### config.mk
export PLATFORM = sky130hd
export DESIGN_NAME = fetch_stage_flat
export DESIGN_NICKNAME = d
export VERILOG_FILES = /design/src/rtl/fetch_pkg.sv /design/src/rtl/fetch_stage_if.sv /design/src/rtl/preg_fetch.sv /design/src/rtl/fetch_stage.sv /design/src/flat_wrapper.sv
export SDC_FILE = /design/constraint.sdc
export NUM_CORES = 1
export LEC_CHECK = 0
export ABC_AREA = 1
export CAP_MARGIN = 20
export CORE_MARGIN = 2
export CORE_UTILIZATION = 30
export DETAILED_ROUTE_END_ITERATION = 16
export PLACE_DENSITY = 0.49
export SLEW_MARGIN = 20
export SYNTH_ARGS = -nofsm -noshare
export SYNTH_HDL_FRONTEND = slang
export SYNTH_SLANG_ARGS = --single-unit
export TNS_END_PERCENT = 100
### constraint.sdc
create_clock -name i_clk -period 16.45 [get_ports i_clk]
set_input_delay 2.4675 -clock i_clk [delete_from_list [all_inputs] [get_ports i_clk]]
set_output_delay 2.4675 -clock i_clk [all_outputs]
set_load 0.005 [all_outputs]
### src/rtl/fetch_pkg.sv
// Shared fetch-stage types and default constants.
package fetch_pkg;

    // Fetch sequencer states: normal fetching, holding a fetched word while
    // decode is stalled, and waiting out a stale response after a redirect.
    typedef enum logic [1:0] {
        ST_FETCH   = 2'd0,
        ST_HOLD    = 2'd1,
        ST_DISCARD = 2'd2
    } fetch_state_t;

    // Default first fetch address after reset.
    localparam logic [63:0] FETCH_RESET_VECTOR = 64'h0;

endpackage

### src/rtl/fetch_stage_if.sv
// Instruction-memory request/response bundle between fetch and imem.
interface fetch_stage_if #(
    parameter int ADDR_WIDTH  = 64,
    parameter int INSTR_WIDTH = 32
);
    logic                   o_imem_req;
    logic [ADDR_WIDTH-1:0]  o_imem_addr;
    logic                   i_imem_valid;
    logic [INSTR_WIDTH-1:0] i_imem_rdata;

    // Fetch side issues requests and consumes responses.
    modport master (
        output o_imem_req, o_imem_addr,
        input  i_imem_valid, i_imem_rdata
    );

    // Memory side accepts requests and returns responses.
    modport slave (
        input  o_imem_req, o_imem_addr,
        output i_imem_valid, i_imem_rdata
    );
endinterface

### src/rtl/preg_fetch.sv
// IF/ID pipeline register: flush zeroes it, stall holds it, otherwise it loads.
module preg_fetch #(
    parameter int ADDR_WIDTH  = 64,
    parameter int INSTR_WIDTH = 32
) (
    input  logic                   clk,
    input  logic                   rst,
    input  logic                   flush,
    input  logic                   stall,
    input  logic                   nxt_valid,
    input  logic [INSTR_WIDTH-1:0] nxt_instr,
    input  logic [ADDR_WIDTH-1:0]  nxt_pc,
    input  logic [ADDR_WIDTH-1:0]  nxt_pc_plus4,
    output logic                   valid,
    output logic [INSTR_WIDTH-1:0] instr,
    output logic [ADDR_WIDTH-1:0]  pc,
    output logic [ADDR_WIDTH-1:0]  pc_plus4
);

    // Flush beats stall beats load; a flushed entry is all zeros.
    always_ff @(posedge clk or posedge rst) begin
        if (rst) begin
            valid    <= 1'b0;
            instr    <= '0;
            pc       <= '0;
            pc_plus4 <= '0;
        end else if (flush) begin
            valid    <= 1'b0;
            instr    <= '0;
            pc       <= '0;
            pc_plus4 <= '0;
        end else if (!stall) begin
            valid    <= nxt_valid;
            instr    <= nxt_instr;
            pc       <= nxt_pc;
            pc_plus4 <= nxt_pc_plus4;
        end
    end

endmodule

### src/rtl/fetch_stage.sv
// Instruction fetch stage: PC sequencing, redirect handling, stall buffering.
module fetch_stage
    import fetch_pkg::*;
#(
    parameter int                    ADDR_WIDTH   = 64,
    parameter int                    INSTR_WIDTH  = 32,
    parameter logic [ADDR_WIDTH-1:0] RESET_VECTOR = ADDR_WIDTH'(FETCH_RESET_VECTOR)
) (
    input  logic                   i_clk,
    input  logic                   i_arst,
    input  logic                   i_stall_fetch,
    input  logic                   i_flush_dec,
    input  logic                   i_branch_taken,
    input  logic [ADDR_WIDTH-1:0]  i_branch_target,
    fetch_stage_if.master          imem,
    output logic [INSTR_WIDTH-1:0] o_instr,
    output logic [ADDR_WIDTH-1:0]  o_pc,
    output logic [ADDR_WIDTH-1:0]  o_pc_plus4,
    output logic                   o_valid
);

    fetch_state_t           state_q, state_d;
    logic [ADDR_WIDTH-1:0]  pc_q, pc_d, tgt_q, tgt_d, pc_plus4;
    logic                   req, done;

    // One-entry buffer for a word that arrived while decode was stalled.
    logic                   hold_vld_q;
    logic [INSTR_WIDTH-1:0] hold_instr_q;
    logic [ADDR_WIDTH-1:0]  hold_pc_q, hold_pc4_q;
    logic                   hold_load, hold_drop;

    // Next IF/ID contents; all zero when no instruction is delivered.
    logic                   nxt_valid;
    logic [INSTR_WIDTH-1:0] nxt_instr;
    logic [ADDR_WIDTH-1:0]  nxt_pc, nxt_pc4;

    assign pc_plus4         = pc_q + ADDR_WIDTH'(4);
    assign req              = (state_q != ST_HOLD);
    assign done             = req & imem.i_imem_valid;
    assign imem.o_imem_req  = req;
    assign imem.o_imem_addr = pc_q;

    // Next-state, next-PC and IF/ID source selection.
    always_comb begin
        state_d   = state_q;
        pc_d      = pc_q;
        tgt_d     = tgt_q;
        hold_load = 1'b0;
        hold_drop = 1'b0;
        nxt_valid = 1'b0;
        nxt_instr = '0;
        nxt_pc    = '0;
        nxt_pc4   = '0;
        case (state_q)
            ST_FETCH: begin
                if (i_branch_taken) begin
                    // Outstanding word is wrong-path; if it has not arrived
                    // yet, remember the target and wait for it to drain.
                    if (done) begin
                        pc_d = i_branch_target;
                    end else begin
                        tgt_d   = i_branch_target;
                        state_d = ST_DISCARD;
                    end
                end else if (done) begin
                    pc_d = pc_plus4;
                    if (i_stall_fetch) begin
                        hold_load = 1'b1;
                        state_d   = ST_HOLD;
                    end else begin
                        nxt_valid = 1'b1;
                        nxt_instr = imem.i_imem_rdata;
                        nxt_pc    = pc_q;
                        nxt_pc4   = pc_plus4;
                    end
                end
            end
            ST_HOLD: begin
                if (i_branch_taken) begin
                    hold_drop = 1'b1;
                    pc_d      = i_branch_target;
                    state_d   = ST_FETCH;
                end else if (!i_stall_fetch && hold_vld_q) begin
                    hold_drop = 1'b1;
                    nxt_valid = 1'b1;
                    nxt_instr = hold_instr_q;
                    nxt_pc    = hold_pc_q;
                    nxt_pc4   = hold_pc4_q;
                    state_d   = ST_FETCH;
                end
            end
            ST_DISCARD: begin
                // Latest redirect wins, even in the cycle the stale word lands.
                if (i_branch_taken) tgt_d = i_branch_target;
                if (done) begin
                    pc_d    = i_branch_taken ? i_branch_target : tgt_q;
                    state_d = ST_FETCH;
                end
            end
            default: state_d = ST_FETCH;
        endcase
    end

    // Sequencer state, PC and pending redirect target.
    always_ff @(posedge i_clk or posedge i_arst) begin
        if (i_arst) begin
            state_q <= ST_FETCH;
            pc_q    <= RESET_VECTOR;
            tgt_q   <= '0;
        end else begin
            state_q <= state_d;
            pc_q    <= pc_d;
            tgt_q   <= tgt_d;
        end
    end

    // Stall hold buffer; decode flushes leave it untouched.
    always_ff @(posedge i_clk or posedge i_arst) begin
        if (i_arst) begin
            hold_vld_q   <= 1'b0;
            hold_instr_q <= '0;
            hold_pc_q    <= '0;
            hold_pc4_q   <= '0;
        end else if (hold_load) begin
            hold_vld_q   <= 1'b1;
            hold_instr_q <= imem.i_imem_rdata;
            hold_pc_q    <= pc_q;
            hold_pc4_q   <= pc_plus4;
        end else if (hold_drop) begin
            hold_vld_q   <= 1'b0;
        end
    end

    preg_fetch #(
        .ADDR_WIDTH  (ADDR_WIDTH),
        .INSTR_WIDTH (INSTR_WIDTH)
    ) u_ifid (
        .clk          (i_clk),
        .rst          (i_arst),
        .flush        (i_flush_dec),
        .stall        (i_stall_fetch),
        .nxt_valid    (nxt_valid),
        .nxt_instr    (nxt_instr),
        .nxt_pc       (nxt_pc),
        .nxt_pc_plus4 (nxt_pc4),
        .valid        (o_valid),
        .instr        (o_instr),
        .pc           (o_pc),
        .pc_plus4     (o_pc_plus4)
    );

endmodule

### src/flat_wrapper.sv
// flat-port wrapper written by rule: the top's interface ports become plain ports
module fetch_stage_flat import fetch_pkg::*;
#(
    parameter int                    ADDR_WIDTH   = 64,
    parameter int                    INSTR_WIDTH  = 32,
    parameter logic [ADDR_WIDTH-1:0] RESET_VECTOR = ADDR_WIDTH'(FETCH_RESET_VECTOR)
)
  (i_clk, i_arst, i_stall_fetch, i_flush_dec, i_branch_taken, i_branch_target, o_instr, o_pc, o_pc_plus4, o_valid, imem_o_imem_req, imem_o_imem_addr, imem_i_imem_valid, imem_i_imem_rdata);
  fetch_stage_if #(.ADDR_WIDTH(ADDR_WIDTH), .INSTR_WIDTH(INSTR_WIDTH)) imem_i ();
  input  logic i_clk;
  input  logic i_arst;
  input  logic i_stall_fetch;
  input  logic i_flush_dec;
  input  logic i_branch_taken;
  input  logic [ADDR_WIDTH-1:0] i_branch_target;
  output logic [INSTR_WIDTH-1:0] o_instr;
  output logic [ADDR_WIDTH-1:0] o_pc;
  output logic [ADDR_WIDTH-1:0] o_pc_plus4;
  output logic o_valid;
  output wire logic [$bits(imem_i.o_imem_req)-1:0] imem_o_imem_req;
  output wire logic [$bits(imem_i.o_imem_addr)-1:0] imem_o_imem_addr;
  input wire logic [$bits(imem_i.i_imem_valid)-1:0] imem_i_imem_valid;
  input wire logic [$bits(imem_i.i_imem_rdata)-1:0] imem_i_imem_rdata;
  assign imem_o_imem_req = imem_i.o_imem_req;
  assign imem_o_imem_addr = imem_i.o_imem_addr;
  assign imem_i.i_imem_valid = imem_i_imem_valid;
  assign imem_i.i_imem_rdata = imem_i_imem_rdata;
  fetch_stage #(.ADDR_WIDTH(ADDR_WIDTH), .INSTR_WIDTH(INSTR_WIDTH), .RESET_VECTOR(RESET_VECTOR)) u_core (.i_clk(i_clk), .i_arst(i_arst), .i_stall_fetch(i_stall_fetch), .i_flush_dec(i_flush_dec), .i_branch_taken(i_branch_taken), .i_branch_target(i_branch_target), .imem(imem_i), .o_instr(o_instr), .o_pc(o_pc), .o_pc_plus4(o_pc_plus4), .o_valid(o_valid));
endmodule
==> Yosys cells after proc, flatten, opt, wreduce, memory -nomap -nowiden <==
Cells that the tools add are included.
{ "op_classes": {"n_lt_le_gt_ge": 0, "div_mod_pow": 0, "multipliers": 0, "n_reduce_logical": 9, "muxes": 54, "n_addsub": 1, "eq_ne": 13, "bitwise_logic": 1, "shift": 0} }
{ "ops": {"columns": ["cell", "count"], "rows": [
  ["64-bit 2-to-1 mux", 20],
  ["64-bit one-hot mux with 2 select lines", 3],
  ["32-bit 2-to-1 mux", 6],
  ["64-bit one-hot mux with 3 select lines", 1],
  ["64-bit by 3-bit adder with 64-bit output, second input constant", 1],
  ["32-bit one-hot mux with 2 select lines", 1],
  ["1-bit 2-to-1 mux", 14],
  ["2-bit 2-to-1 mux", 7],
  ["2-bit by 1-bit != test with 1-bit output, second input constant", 4],
  ["2-bit != test, second input constant", 3],
  ["3-bit by 2-bit != test with 1-bit output, second input constant", 2],
  ["3-bit != test, second input constant", 2],
  ["2-bit one-hot mux with 3 select lines", 1],
  ["5-bit AND reduction", 1],
  ["4-bit AND reduction", 1],
  ["2-bit nonzero test", 2],
  ["3-bit AND reduction", 1],
  ["3-bit nonzero test", 1],
  ["2-bit by 1-bit equality test with 1-bit output, second input constant", 1],
  ["2-bit equality test, second input constant", 1],
  ["2-bit logical NOT", 1],
  ["1-bit one-hot mux with 2 select lines", 1],
  ["1-bit bitwise AND", 1],
  ["1-bit logical AND", 1],
  ["1-bit logical NOT", 1]
]} }
{ "word_totals": {"out_inout_bits": 226, "mem_bits_ro": 0, "memories": 0, "ram_bits": 0, "reg_bits": 452, "latch_bits": 0} }

==> Logic depth before layout (Yosys ltp) <==
{ "depth": {"depth_word": 7, "ltp_mapped": 14, "mapped_depth_nobuf": 13} }

==> By module <==
A second synthesis with hierarchy kept.
{ "unflattened": {"cells_unflattened": 3244, "hier_area_um2": 23443.7} }
{ "modules_own_cells": {"columns": ["module", "n_inst", "cells_each", "area_per_inst_um2"], "rows": [
  ["fetch_stage", 1, 2545, 17073.9],
  ["preg_fetch", 1, 699, 6369.9]
]} }

==> Worst setup path before layout <==
OpenSTA, ideal clock, no wires.
{ "synth_timing": {"path_kind": "input to register", "start": "input i_stall_fetch", "end": "register u_core.u_ifid.pc_plus4[3]", "stages": 8, "t_arrival_ns": 3.445, "slack_ns": 12.939, "required_time_ns": 16.384, "setup_time_ns": 0.066, "cell_sequence": "nor2_1 inv_1 nor2_4 inv_2 buf_2 buf_2 o22ai_1 a22o_1"} }
{ "synth_between": {"elab_chain_len": 7, "word_cells_on_any_way": 8, "cone_classes": "1 x eq/ne; 5 x mux; 2 x reduce/logical"} }
{ "synth_lines": {"columns": ["element", "line", "rtl"], "rows": [
  ["start: declaration", "flat_wrapper.sv:12", "input logic i_stall_fetch;"],
  ["1-bit logical NOT", "fetch_stage.sv:83", "end else if (!i_stall_fetch && hold_vld_q) begin"],
  ["1-bit logical AND", "fetch_stage.sv:83", null],
  ["64-bit 2-to-1 mux", "fetch_stage.sv:83", null],
  ["64-bit 2-to-1 mux", "fetch_stage.sv:79", "if (i_branch_taken) begin"],
  ["64-bit one-hot mux with 2 select lines", "fetch_stage.sv:54", "case (state_q)"],
  ["64-bit 2-to-1 mux", "preg_fetch.sv:32", "end else if (!stall) begin"],
  ["64-bit 2-to-1 mux", "preg_fetch.sv:27", "end else if (flush) begin"],
  ["end signal: assignment", "preg_fetch.sv:36", "pc_plus4 <= nxt_pc_plus4;"],
  ["end: declaration", "preg_fetch.sv:17", "output logic [ADDR_WIDTH-1:0] pc_plus4"]
]} }
Several ways; a longest one is shown, not always the timed one. The select of a mux whose other input is x is not followed.
A chain may end at the register's enable or synchronous reset.

==> Worst setup path after layout <==
{ "layout_timing": {"start": "input i_stall_fetch", "end": "register u_core.u_ifid.pc_plus4[30]"} }
The elaborated chain is that of the path after synthesis.

==> impl_metrics.toml <==
[timing]
hold_violations = 0
relSlewSlack = 0.272
fin_crit_ns = 5.77
maxSlewViolCount = 0
worst_pin_slew_ns = 1.09
layout_setup_ws_ns = 10.68
fin_skew_ns = 0.0334
setup_tns_ns = 0
fmax_ghz = 0.173
period_share = 0.350
rsz0062_at_grt = "false"
setup_violations = 0

[job]
maxCapViolations = 0

[clock_network]
hold_buffers = 0
cts_root_buf = "clkbuf_16"
insertion_delay_ns = 0.63
post_cts_buffers = 0
clkTransAtPathRegs_ns = 0.06
numCtsBuffers = 54
cts.sinks = 448
post_cts_resized = 0
h-tree-depth = 2
clockBufferDepth = 3
cts_tree = "built"

[layout]
final_area_um2 = 28500
final_net_count = 3289
finalNonFillerCells = 4199
drive_gt1_frac = 0.0533
syn2layout_area_growth_pct = 25.4

[detailed_routing]
vias = 21600
drcViolationCount = 0
drt-total-wl_um = 91100
wl_per_cell_um = 21.7
via_per_inst = 5.14
ant_nets = 0
drt_pass1_iterations = 8
drt_iter0_drc = 1832

[critical_path]
cpPeakStageDelay_ns = 1.06
cp_top_family = "buffers and inverters"
worst-path-buf-inv = 4
startpoint_type = "input pin"
worstSetupPathType = "input pin to flip-flop"
crit_cells = 9
cp_max_fo = 64
crit_top_cell = "nand2_1"
path_cells = "clkdlybuf4s50_1 > nor2_1 > inv_1 > nor2_4 > clkinv_2 > buf_4 > o21ai_0 > nand2_1 > nand2_1"
worstPathArrival_ns = 6.31
crit_required_ns = 16.99
r2r_cells = 11
slowest_stage = "clkinv_2"
end_kind = "flip-flop"

[yosys]
synth_edf_count = 0
async_reset_ff_frac = 1.00
syn-num-nets = 3071
synth.ff_latch_count = 448
syn-cell-area_um2 = 22800
ys_seq_area_frac = 0.493
yosysWarnings = 0
syn_avg_cell_area_um2 = 7.68
synthCells = 2964
ys_types = 33
ys.flop_type = "dfrtp_1"

[run_status]
status = "finished, final reports clean"

[die]
num_io_pins = 328
core-area_um2 = 74800
die_h_um = 279
die-area_um2 = 78100
start_util = 0.304
die_x_um = 279
rows = 100

[power]
p_switching_uw = 2040
p_int_uw = 2830
power.density_nw_per_um2 = 171
p_comb_frac = 0.371
p_clk_frac = 0.255
seq_power_share = 0.374
ir_drop_mv = 0.0840
power_leakage_uw = 0.0131
switching_share = 0.419

[placed_design]
placed_area_um2 = 26600
placed_cells = 4094
globalplace.congestion = 0.882
io_buffer_count = 327
dp_hpwl_um = 62900
place_ws_ns = 10.01

[min_path]
min_delay_path_depth = 2
hp-class = "flip-flop to flip-flop"

[grt]
grt_max_degree = 183
grt_pass1_vias = 20500
grt.overflow.total = 0
gr-usage-all-layers = 0.229
grt_pass1_wl_um = 136000
antenna_found_initial = 8
kinds of logic after synthesis:
family          Yosys count  share of synthesized area
simple gates           1331                      0.229
mux                       2                   0.000990
flops                   448                      0.493
buf+inv                 439                     0.0790
compound gates          709                      0.184
fa+ha+maj                 5                    0.00275
xor+xnor                 30                     0.0115
worst reg2reg max path, stage by stage (launching register included):
cell,delay (ns)
dfrtp_1,0.42
inv_1,0.10
ha_2,0.22
inv_6,0.07
nor2_4,0.11
inv_2,0.06
nor2_4,0.77
clkinv_2,1.09
buf_4,0.71
o21ai_0,0.31
nand2_1,0.07
nand2_1,0.09
registers in the layout, summed over array words and instances (netlist names):
| register | flops |
|---|---|
| u_core.u_ifid.valid | 1 |
| u_core.u_ifid.pc | 64 |
| u_core.tgt_q | 64 |
| u_core.imem.o_imem_addr | 64 |
| u_core.hold_instr_q | 32 |
| u_core.hold_vld_q | 1 |
| u_core.hold_pc_q | 62 |
| u_core.hold_pc4_q | 64 |
| u_core.u_ifid.instr | 32 |
| u_core.state_q | 2 |
| u_core.u_ifid.pc_plus4 | 62 |
power by group through the flow:
stage	Clock [uW]	Sequential (uW)	Combinational [uW]
6_report	1240	1820	1810
3_5_place_dp	0	1830	1790
3_3_place_gp	0	1820	1760
2_1_floorplan	0	1670	1140
4_1_cts	1270	1810	1800
5_1_grt	1310	1860	2020
synth_stat cells, types with 5 or more instances:
| cell | instances | area, um2 |
|---|---|---|
| a31oi_1 | 48 | 300 |
| inv_1 | 240 | 901 |
| o22ai_1 | 130 | 813 |
| ha_1 | 5 | 62.6 |
| o21ai_0 | 202 | 1010 |
| a211oi_1 | 5 | 37.5 |
| xor2_1 | 30 | 263 |
| nand2_1 | 1071 | 4020 |
| a22oi_1 | 5 | 37.5 |
| buf_1 | 13 | 48.8 |
| nand2_2 | 13 | 81.3 |
| o21ai_1 | 33 | 165 |
| buf_4 | 5 | 37.5 |
| buf_2 | 70 | 350 |
| nor2_2 | 10 | 62.6 |
| a22o_1 | 102 | 893 |
| clkbuf_1 | 99 | 372 |
| dfrtp_1 | 448 | 11200 |
| nand3_1 | 49 | 245 |
| buf_6 | 5 | 56.3 |
| a21oi_1 | 178 | 891 |
| nor2_1 | 171 | 642 |
| nand4_1 | 10 | 62.6 |
stage by stage:
stage	util	total power (uW)	hold WS (ns)
2_1_floorplan	-	2810	0.449
5_1_grt	0.381	5200	0.492
3_5_place_dp	0.356	3620	0.464
4_1_cts	0.381	4880	0.481
3_3_place_gp	0.356	3580	0.465
6_report	0.381	4870	0.477
cell type report:
class	count	area [um2]
diodes	4	10.0
clock buffers	74	1600
clock inverters	26	264
fillers	7695	46300
inverters	247	943
multi-input cells	2077	9790
flip-flops and latches	448	11200
well taps	969	1210
repair buffers	354	3510
worst paths after layout:
kind	startpoint	to	slack, ns
setup / recovery	i_stall_fetch	u_core.u_ifid.pc_plus4[30]	10.68
hold / removal	u_core.u_ifid.pc_plus4[24]	u_core.u_ifid.pc_plus4[24]	0.48
setup reg to reg	u_core.state_q[1]	u_core.u_ifid.pc_plus4[30]	12.34
hold reg to reg	u_core.u_ifid.pc_plus4[24]	u_core.u_ifid.pc_plus4[24]	0.48
max in group asynchronous	i_arst	u_core.tgt_q[46]	11.13
min in group asynchronous	i_arst	u_core.hold_instr_q[22]	2.36
per-layer routing:
| layer | track usage | vias up | wire [um] |
|---|---|---|---|
| li1 | - | 10100 | - |
| met1 | 0.343 | 10500 | 42700 |
| met5 | 0 | - | 42 |
| met4 | 0.0610 | 6 | 2380 |
| met3 | 0.0460 | 118 | 6710 |
| met2 | 0.335 | 770 | 39200 |
layout by cell type, fill, tap and decap left out, types with 7 or more instances in the layout:
cell type        synthesis  layout
o21ai_1                 33      33
nor2_1                 171     169
a22o_1                 102     102
a21oi_1                178     178
o21ai_0                202     202
nand2_2                 13      13
clkbuf_16                0      54
nor2_2                  10       9
nand4_1                 10      10
o22ai_1                130     129
inv_1                  240     236
xor2_1                  30      30
clkdlybuf4s50_1          0     326
dfrtp_1                448     448
clkbuf_8                 0      17
nor2_4                   4       7
clkinv_2                 0      17
nand2_1               1071    1071
buf_4                    5      24
nand3_1                 49      49
a31oi_1                 48      48
Note: power is estimated with default switching activity, not from simulation.
